### config.mk
export PLATFORM = sky130hd
export DESIGN_NAME = ioctl_sender
export DESIGN_NICKNAME = d
export VERILOG_FILES = /design/src/rtl/ioctl_sender.sv
export SDC_FILE = /design/constraint.sdc
export NUM_CORES = 1
export LEC_CHECK = 0
export CAP_MARGIN = 20
export CORE_MARGIN = 2
export CORE_UTILIZATION = 58
export CTS_BUF_LIST = sky130_fd_sc_hd__clkbuf_4 sky130_fd_sc_hd__clkbuf_8
export CTS_CLUSTER_DIAMETER = 150
export DETAILED_ROUTE_END_ITERATION = 6
export GPL_ROUTABILITY_DRIVEN = 0
export PLACE_DENSITY = 0.88
export SLEW_MARGIN = 20
export SYNTH_ARGS = -nofsm -noshare
export SYNTH_HDL_FRONTEND = slang
export SYNTH_SLANG_ARGS = --single-unit
### constraint.sdc
create_clock -name clk_sys -period 8.2 [get_ports clk_sys]
set_input_delay 0.82 -clock clk_sys [delete_from_list [all_inputs] [get_ports clk_sys]]
set_output_delay 0.82 -clock clk_sys [all_outputs]
set_load 0.05 [all_outputs]
### src/rtl/ioctl_sender.sv
// Host-side ioctl transmitter: turns a byte stream into download write strobes and
// runs upload reads, handing the sampled bytes to a valid/ready sink.
module ioctl_sender #(
  parameter int ADDR_W = 25,
  parameter int WR_GAP = 3,
  parameter int UP_LAT = 2
) (
  input  logic              clk_sys,
  input  logic              reset_n,
  input  logic              cmd_start,
  input  logic              cmd_upload,
  input  logic [7:0]        cmd_index,
  input  logic [ADDR_W-1:0] cmd_len,
  input  logic              cmd_abort,
  output logic              busy,
  output logic              done,
  input  logic [7:0]        s_data,
  input  logic              s_valid,
  output logic              s_ready,
  output logic [7:0]        m_data,
  output logic              m_valid,
  input  logic              m_ready,
  output logic              ioctl_download,
  output logic              ioctl_upload,
  output logic [7:0]        ioctl_index,
  output logic              ioctl_wr,
  output logic [ADDR_W-1:0] ioctl_addr,
  output logic [7:0]        ioctl_dout,
  output logic              ioctl_rd,
  input  logic [7:0]        ioctl_din
);

  // Handshakes: a byte moves on s_valid & s_ready (download) or m_valid & m_ready
  // (upload) at a rising edge; a valid source holds its data until accepted.
  localparam logic [2:0] S_IDLE    = 3'd0;
  localparam logic [2:0] S_DL_WAIT = 3'd1;
  localparam logic [2:0] S_DL_WR   = 3'd2;
  localparam logic [2:0] S_DL_GAP  = 3'd3;
  localparam logic [2:0] S_UL_RD   = 3'd4;
  localparam logic [2:0] S_UL_WAIT = 3'd5;
  localparam logic [2:0] S_UL_OUT  = 3'd6;
  localparam logic [2:0] S_FIN     = 3'd7;

  localparam int WAIT_MAX = (WR_GAP > UP_LAT) ? WR_GAP : UP_LAT;
  localparam int WAIT_W   = $clog2(WAIT_MAX + 1);

  logic [2:0]        state_q, state_d;
  logic [ADDR_W-1:0] addr_q, addr_d;
  logic [ADDR_W-1:0] cnt_q, cnt_d;
  logic [ADDR_W-1:0] len_q, len_d;
  logic [7:0]        index_q, index_d;
  logic [7:0]        dout_q, dout_d;
  logic [7:0]        mdata_q, mdata_d;
  logic [WAIT_W-1:0] wait_q, wait_d;
  logic              busy_q, done_q, s_ready_q, m_valid_q;
  logic              download_q, upload_q, wr_q, rd_q;

  always_comb begin
    state_d = state_q;
    addr_d  = addr_q;
    cnt_d   = cnt_q;
    len_d   = len_q;
    index_d = index_q;
    dout_d  = dout_q;
    mdata_d = mdata_q;
    wait_d  = wait_q;
    if (cmd_abort) begin
      state_d = S_IDLE;
    end else begin
      case (state_q)
        S_IDLE: begin
          if (cmd_start) begin
            if (cmd_len == '0) begin
              state_d = S_FIN;
            end else begin
              index_d = cmd_index;
              len_d   = cmd_len;
              addr_d  = '0;
              cnt_d   = '0;
              state_d = cmd_upload ? S_UL_RD : S_DL_WAIT;
            end
          end
        end
        S_DL_WAIT: begin
          if (s_valid && s_ready_q) begin
            dout_d  = s_data;
            state_d = S_DL_WR;
          end
        end
        S_DL_WR: begin
          // Address steps on leaving the strobe cycle, so it is new from the first gap cycle.
          addr_d  = addr_q + ADDR_W'(1);
          cnt_d   = cnt_q + ADDR_W'(1);
          wait_d  = '0;
          state_d = S_DL_GAP;
        end
        S_DL_GAP: begin
          if (wait_q == WAIT_W'(WR_GAP - 1)) begin
            state_d = (cnt_q == len_q) ? S_FIN : S_DL_WAIT;
          end else begin
            wait_d = wait_q + WAIT_W'(1);
          end
        end
        S_UL_RD: begin
          wait_d  = '0;
          state_d = S_UL_WAIT;
        end
        S_UL_WAIT: begin
          if (wait_q == WAIT_W'(UP_LAT - 1)) begin
            mdata_d = ioctl_din;
            state_d = S_UL_OUT;
          end else begin
            wait_d = wait_q + WAIT_W'(1);
          end
        end
        S_UL_OUT: begin
          if (m_ready) begin
            addr_d  = addr_q + ADDR_W'(1);
            cnt_d   = cnt_q + ADDR_W'(1);
            state_d = (cnt_q + ADDR_W'(1) == len_q) ? S_FIN : S_UL_RD;
          end
        end
        S_FIN:   state_d = S_IDLE;
        default: state_d = S_IDLE;
      endcase
    end
  end

  // Strobes and flags are registered decodes of the next state.
  always_ff @(posedge clk_sys or negedge reset_n) begin
    if (!reset_n) begin
      state_q    <= S_IDLE;
      addr_q     <= '0;
      cnt_q      <= '0;
      len_q      <= '0;
      index_q    <= '0;
      dout_q     <= '0;
      mdata_q    <= '0;
      wait_q     <= '0;
      busy_q     <= 1'b0;
      done_q     <= 1'b0;
      s_ready_q  <= 1'b0;
      m_valid_q  <= 1'b0;
      download_q <= 1'b0;
      upload_q   <= 1'b0;
      wr_q       <= 1'b0;
      rd_q       <= 1'b0;
    end else begin
      state_q    <= state_d;
      addr_q     <= addr_d;
      cnt_q      <= cnt_d;
      len_q      <= len_d;
      index_q    <= index_d;
      dout_q     <= dout_d;
      mdata_q    <= mdata_d;
      wait_q     <= wait_d;
      busy_q     <= (state_d != S_IDLE);
      done_q     <= (state_d == S_FIN);
      s_ready_q  <= (state_d == S_DL_WAIT);
      m_valid_q  <= (state_d == S_UL_OUT);
      download_q <= (state_d == S_DL_WAIT) || (state_d == S_DL_WR) || (state_d == S_DL_GAP);
      upload_q   <= (state_d == S_UL_RD) || (state_d == S_UL_WAIT) || (state_d == S_UL_OUT);
      wr_q       <= (state_d == S_DL_WR);
      rd_q       <= (state_d == S_UL_RD);
    end
  end

  assign busy           = busy_q;
  assign done           = done_q;
  assign s_ready        = s_ready_q;
  assign m_valid        = m_valid_q;
  assign m_data         = mdata_q;
  assign ioctl_download = download_q;
  assign ioctl_upload   = upload_q;
  assign ioctl_index    = index_q;
  assign ioctl_wr       = wr_q;
  assign ioctl_addr     = addr_q;
  assign ioctl_dout     = dout_q;
  assign ioctl_rd       = rd_q;

endmodule

==> Yosys cells after proc, flatten, opt, wreduce, memory -nomap -nowiden <==
Cells that the tools add are included.
{ "classes": {"addsub": 3, "n_mul": 0, "n_div": 0, "n_lt_le_gt_ge": 0, "n_eq_ne": 23, "shift": 0, "muxes": 20, "bitwise": 2, "reduce_logical": 16} }
{ "ops": {"columns": ["operator", "n"], "rows": [
  ["$pmux W25 S3", 2],
  ["$mux W25", 4],
  ["$add A25 B1 Y25 const B", 2],
  ["$eq A25 B25 Y1", 2],
  ["$mux W3", 9],
  ["$logic_not A25 Y1", 1],
  ["$eq A3 B3 Y1 const B", 8],
  ["$pmux W3 S8", 1],
  ["$eq A3 B2 Y1 const B", 4],
  ["$ne A2 B2 Y1 const B", 5],
  ["$reduce_bool A3 Y1", 3],
  ["$reduce_and A4 Y1", 2],
  ["$eq A3 B1 Y1 const B", 2],
  ["$mux W2", 3],
  ["$pmux W2 S3", 1],
  ["$reduce_and A3 Y1", 2],
  ["$reduce_and A5 Y1", 1],
  ["$logic_or A1 B1 Y1", 4],
  ["$logic_not A3 Y1", 1],
  ["$add A2 B1 Y2 const B", 1],
  ["$eq A2 B1 Y1 const B", 1],
  ["$eq A2 B2 Y1 const B", 1],
  ["$not A1 Y1", 2],
  ["$reduce_or A2 Y1", 1],
  ["$logic_and A1 B1 Y1", 1]
]} }
{ "totals": {"ff_bits": 112, "latchBits": 0, "ramBits": 0, "mem_bits_ro": 0, "in_bits": 56, "elab_cells": 80, "mem_count": 0} }

==> Depth between registers and ports, before layout <==
{ "depth": {"ltp_word": 9, "mapped_depth": 12, "mapped_depth_nobuf": 9} }

==> Least setup slack after synthesis <==
Ideal clock, no wire load.
{ "synth_path": {"kind": "flip-flop to flip-flop", "from": "register cnt_q[0] (netlist name)", "to": "register dout_q[0] (netlist: ioctl_dout[0])", "setup_time_ns": 0.125, "t_arrival_ns": 2.857, "path_slack_ns": 5.218, "stages_incl_launch_ff": 13, "synth_period_minus_slack_ns": 2.982, "path_cell_list": "dfrtp_1 -> ha_1 -> clkbuf_2 -> nand4_1 -> or4_1 -> clkbuf_1 -> xnor2_1 -> nor4_1 -> and4_1 -> a32o_2 -> nand4bb_1 -> buf_6 -> mux2_4"} }
{ "synth_lines": {"columns": ["item", "line_no", "text"], "rows": [
  ["to (signal assigned)", "154", "dout_q <= dout_d;"],
  ["to (decl)", "52", "logic [7:0] dout_q, dout_d;"]
]} }

==> flow_metrics.tcl <==
set metrics [dict create \
    outcome "finished clean" \
    cts_made_buffers 9 \
    post-cts-setup-buffers 0 \
    ant_nets 0 \
    finalClockSkew_ns 0.01477 \
    worst_ep_required_time_ns 8.47 \
    antenna_found_initial 0 \
    cts.sinks 112 \
    r2r_end "ioctl_dout[6]$_DFFE_PN0P_" \
    cts_resized 0 \
    finalSetupTns_ns 0 \
    vdd_drop_max_mv 0.1665 \
    fill_cells 697 \
    setup_ws_ns 4.232 \
    gr-usage-met2 0.4470 \
    crit_type "reg -> reg" \
    finalCritPeriodShare 0.4839 \
    routed_wl_um 15230 \
    start_util 0.5898 \
    nNetsFinal 757 \
    relSlewSlack 0.2776 \
    fin_util 0.7213 \
    num_antenna_cells 0 \
    crit_family "simple AND/OR/NAND/NOR gates" \
    startpoint_type "register" \
    post-place-cells 822 \
    clk_path_buf_depth 2 \
    grt_pass1_wl_um 24850 \
    drv_slew 0 \
    dieArea_um2 11190 \
    ys_seq_elements 112 \
    drt_iter0_drc 347 \
    timing.rr.start "cnt_q[1]$_DFFE_PN0P_" \
    timing.fmax_ghz 0.2520 \
    rsz0062_at_grt "false" \
    finalCriticalPeriod_ns 3.968 \
    p_switching_uw 691.8 \
    cp.arrival_ns 4.23 \
    wl_per_cell_um 18.19 \
    max_stage_delay_ns 0.68 \
    drc 0 \
    port-buffer-count 112 \
    rows 37 \
    ys.flop_type "dfrtp_1" \
    grt_use_total 0.2801 \
    die_x_um 105.8 \
    met1_usage 0.3732 \
    place_area_um2 7142 \
    first_pass_iters 5 \
    core_area_um2 10180 \
    cts_hold_buf 0 \
    cell_internal_pwr_uw 1106 \
    clkTransAtPathRegs_ns 0.10 \
    power_leakage_uw 0.003080 \
    vias_per_cell 6.245 \
    p_clk_frac 0.189 \
    yosys_warnings 0 \
    hold_violations 0 \
    ys_seq_area_frac 0.4666 \
    async_flop_share 1.000 \
    cp_cell_sequence "ha_1 > nand4_1 > or4_1 > xnor2_1 > nor4_1 > and4_1 > a32o_2 > nand4bb_1 > mux2_4" \
    drive_above_1_share 0.1198 \
    areaGrowthSynthToFinish_pct 22.29 \
    stdcell_count 837 \
    cp-end-kind "register" \
    busiest_layer "met2" \
    fp.dieH_um 105.8 \
    dp_slack_ns 4.344 \
    syn_nets 670 \
    switching_share 0.3849 \
    syn_area_um2 6007 \
    grt_max_degree 73 \
    cp_num_buf_inv 0 \
    setup_viol 0 \
    synth-edff-count 0 \
    grt.overflow.total 0 \
    cts_tree "done" \
    synth_cells 610 \
    critPathSlowestCell "or4_1" \
    grt_pass1_vias 5092 \
    drv_cap 0 \
    fin_area_um2 7346 \
    worst_slew_pin_slew_ns 1.081 \
    crit_fanout 9 \
    clk_latency_ns 0.39 \
    endpoint "ioctl_dout[6]$_DFFE_PN0P_" \
    synthDistinctLibCells 63 \
    root_buffer "clkbuf_8" \
    dpl.hpwl_um 10800 \
    combPwrFrac 0.388 \
    r2r_slack_ns 4.23 \
    ios 113 \
    min_path_type "in -> async" \
    syn_avg_cell_area_um2 9.848 \
    htree_levels 3 \
    vias 5227 \
    startpoint "cnt_q[1]$_DFFE_PN0P_" \
    power_frac_seq 0.422 \
    rr_worst_depth 9 \
    grt_use_met3 0.06494 \
    p_per_area_nw_per_um2 244.7 \
    crit_cells 9 \
]
==> per-stage QoR <==
| stage | hold slack (ns) | power (uW) |
|---|---|---|
| after floorplan | 0.4700 | 1219 |
| after global placement | 0.4890 | 1438 |
| after detailed placement | 0.4953 | 1461 |
| after CTS | 0.4157 | 1796 |
| after global routing | 0.4317 | 1871 |
| final | 0.3931 | 1798 |
==> worst reg2reg max path, cell delays in order (launching register included) <==
cell	delay, ns
dfrtp_1	0.45
ha_1	0.34
nand4_1	0.22
or4_1	0.68
xnor2_1	0.19
nor4_1	0.33
and4_1	0.31
a32o_2	0.25
nand4bb_1	0.57
mux2_4	0.51
==> power groups by stage <==
stage | combinational [uW] | clock (uW) | sequential [uW]
6_report | 698 | 341 | 759
5_1_grt | 738 | 359 | 774
4_1_cts | 697 | 341 | 758
3_5_place_dp | 694 | 0 | 767
3_3_place_gp | 678 | 0 | 760
2_1_floorplan | 269 | 0 | 950
==> registers in the layout, indices dropped and copies added, names as in the netlist <==
signal	flops
ioctl_addr	25
len_q	25
s_ready	1
ioctl_dout	8
done	1
cnt_q	25
ioctl_download	1
wait_q	2
m_data	8
ioctl_rd	1
ioctl_index	8
ioctl_upload	1
busy	1
m_valid	1
ioctl_wr	1
state_q	3
==> placed cells by master, fill, tap and decap left out, drive strengths merged, types with 4 or more instances in the layout <==
cell type | synthesis | final
mux2 | 49 | 49
dfrtp | 112 | 112
xor2 | 28 | 28
nand2 | 53 | 53
ha | 4 | 4
inv | 11 | 12
and3 | 16 | 16
nor3 | 15 | 15
nor4 | 11 | 11
o21ai | 58 | 58
or3 | 11 | 11
nand2b | 6 | 6
and2 | 7 | 7
xnor2 | 18 | 18
clkdlybuf4s50 | 0 | 111
a31oi | 9 | 9
clkbuf | 24 | 10
buf | 16 | 5
nand3 | 14 | 14
nand4 | 21 | 21
a21oi | 20 | 20
nor2 | 49 | 49
o31ai | 12 | 12
==> worst min-delay path by stage <==
stage	start	to	cells after the start
floorplan	cnt_q[24]$_DFFE_PN0P_	cnt_q[24]$_DFFE_PN0P_	1
global placement	m_data[4]$_DFFE_PN0P_	m_data[4]$_DFFE_PN0P_	1
detailed placement	m_data[6]$_DFFE_PN0P_	m_data[6]$_DFFE_PN0P_	1
CTS	reset_n	ioctl_index[6]$_DFFE_PN0P_	1
global route	reset_n	ioctl_index[6]$_DFFE_PN0P_	1
finish	reset_n	ioctl_index[1]$_DFFE_PN0P_	1
==> cell families (layout without fill, tap and decap cells) <==
logic type	Yosys count	after routing	share of synthesized area
AOI/OAI and AO/OA	123	123	0.1239
buffers and inverters	51	142	0.03874
adders and majority gates	4	4	0.008332
DFF	112	112	0.4666
xor gates and xnor gates	46	46	0.06707
and+or+nand+nor	224	224	0.1968
muxes	50	50	0.09852
==> synthesized netlist by cell type (2+ instances only) <==
cell type / instances / area (um^2)
o22ai_1: 2 / 12.51
or4_1: 2 / 15.01
buf_2: 7 / 35.03
nand3_1: 13 / 65.06
nor3_1: 13 / 65.06
buf_4: 2 / 15.01
nand2b_1: 6 / 37.54
xor2_1: 28 / 245.2
mux2_2: 41 / 461.7
nor3_2: 2 / 20.02
or3_1: 11 / 68.82
mux2_4: 8 / 120.1
o41ai_1: 3 / 26.28
or2_2: 3 / 18.77
nor2b_1: 3 / 18.77
clkbuf_2: 2 / 10.01
and3_1: 16 / 100.1
inv_1: 11 / 41.29
a211oi_1: 2 / 15.01
clkbuf_1: 22 / 82.58
a21boi_0: 2 / 15.01
buf_6: 3 / 33.78
nor4_1: 10 / 62.56
and2_1: 6 / 37.54
o31ai_1: 12 / 90.09
a21oi_1: 20 / 100.1
nand2_1: 53 / 198.9
dfrtp_1: 112 / 2803
buf_1: 4 / 15.01
o21ai_0: 58 / 290.3
nand4_1: 20 / 125.1
nor3b_1: 3 / 22.52
xnor2_1: 18 / 157.7
and4_1: 3 / 26.28
a31oi_1: 9 / 56.30
a21o_1: 2 / 15.01
nor2_1: 49 / 183.9
ha_1: 4 / 50.05
==> routing by layer <==
metal	routed length, um	vias up
li1	-	2361
met1	6069	2495
met4	552	0
met5	0	-
met3	1387	67
met2	7219	304
==> area by class of cell <==
class / instances / area [um^2] / area share
clock inverters: 5 / 67.56 / 0.009198
repair buffers: 116 / 1149 / 0.1564
multi-input cells: 447 / 2984 / 0.4062
well taps: 136 / 170.2 / 0.02316
flip-flops and latches: 112 / 2803 / 0.3815
inverters: 11 / 41.29 / 0.005621
clock buffers: 10 / 131.4 / 0.01788
No activity file was read; power rests on OpenSTA's default activity.
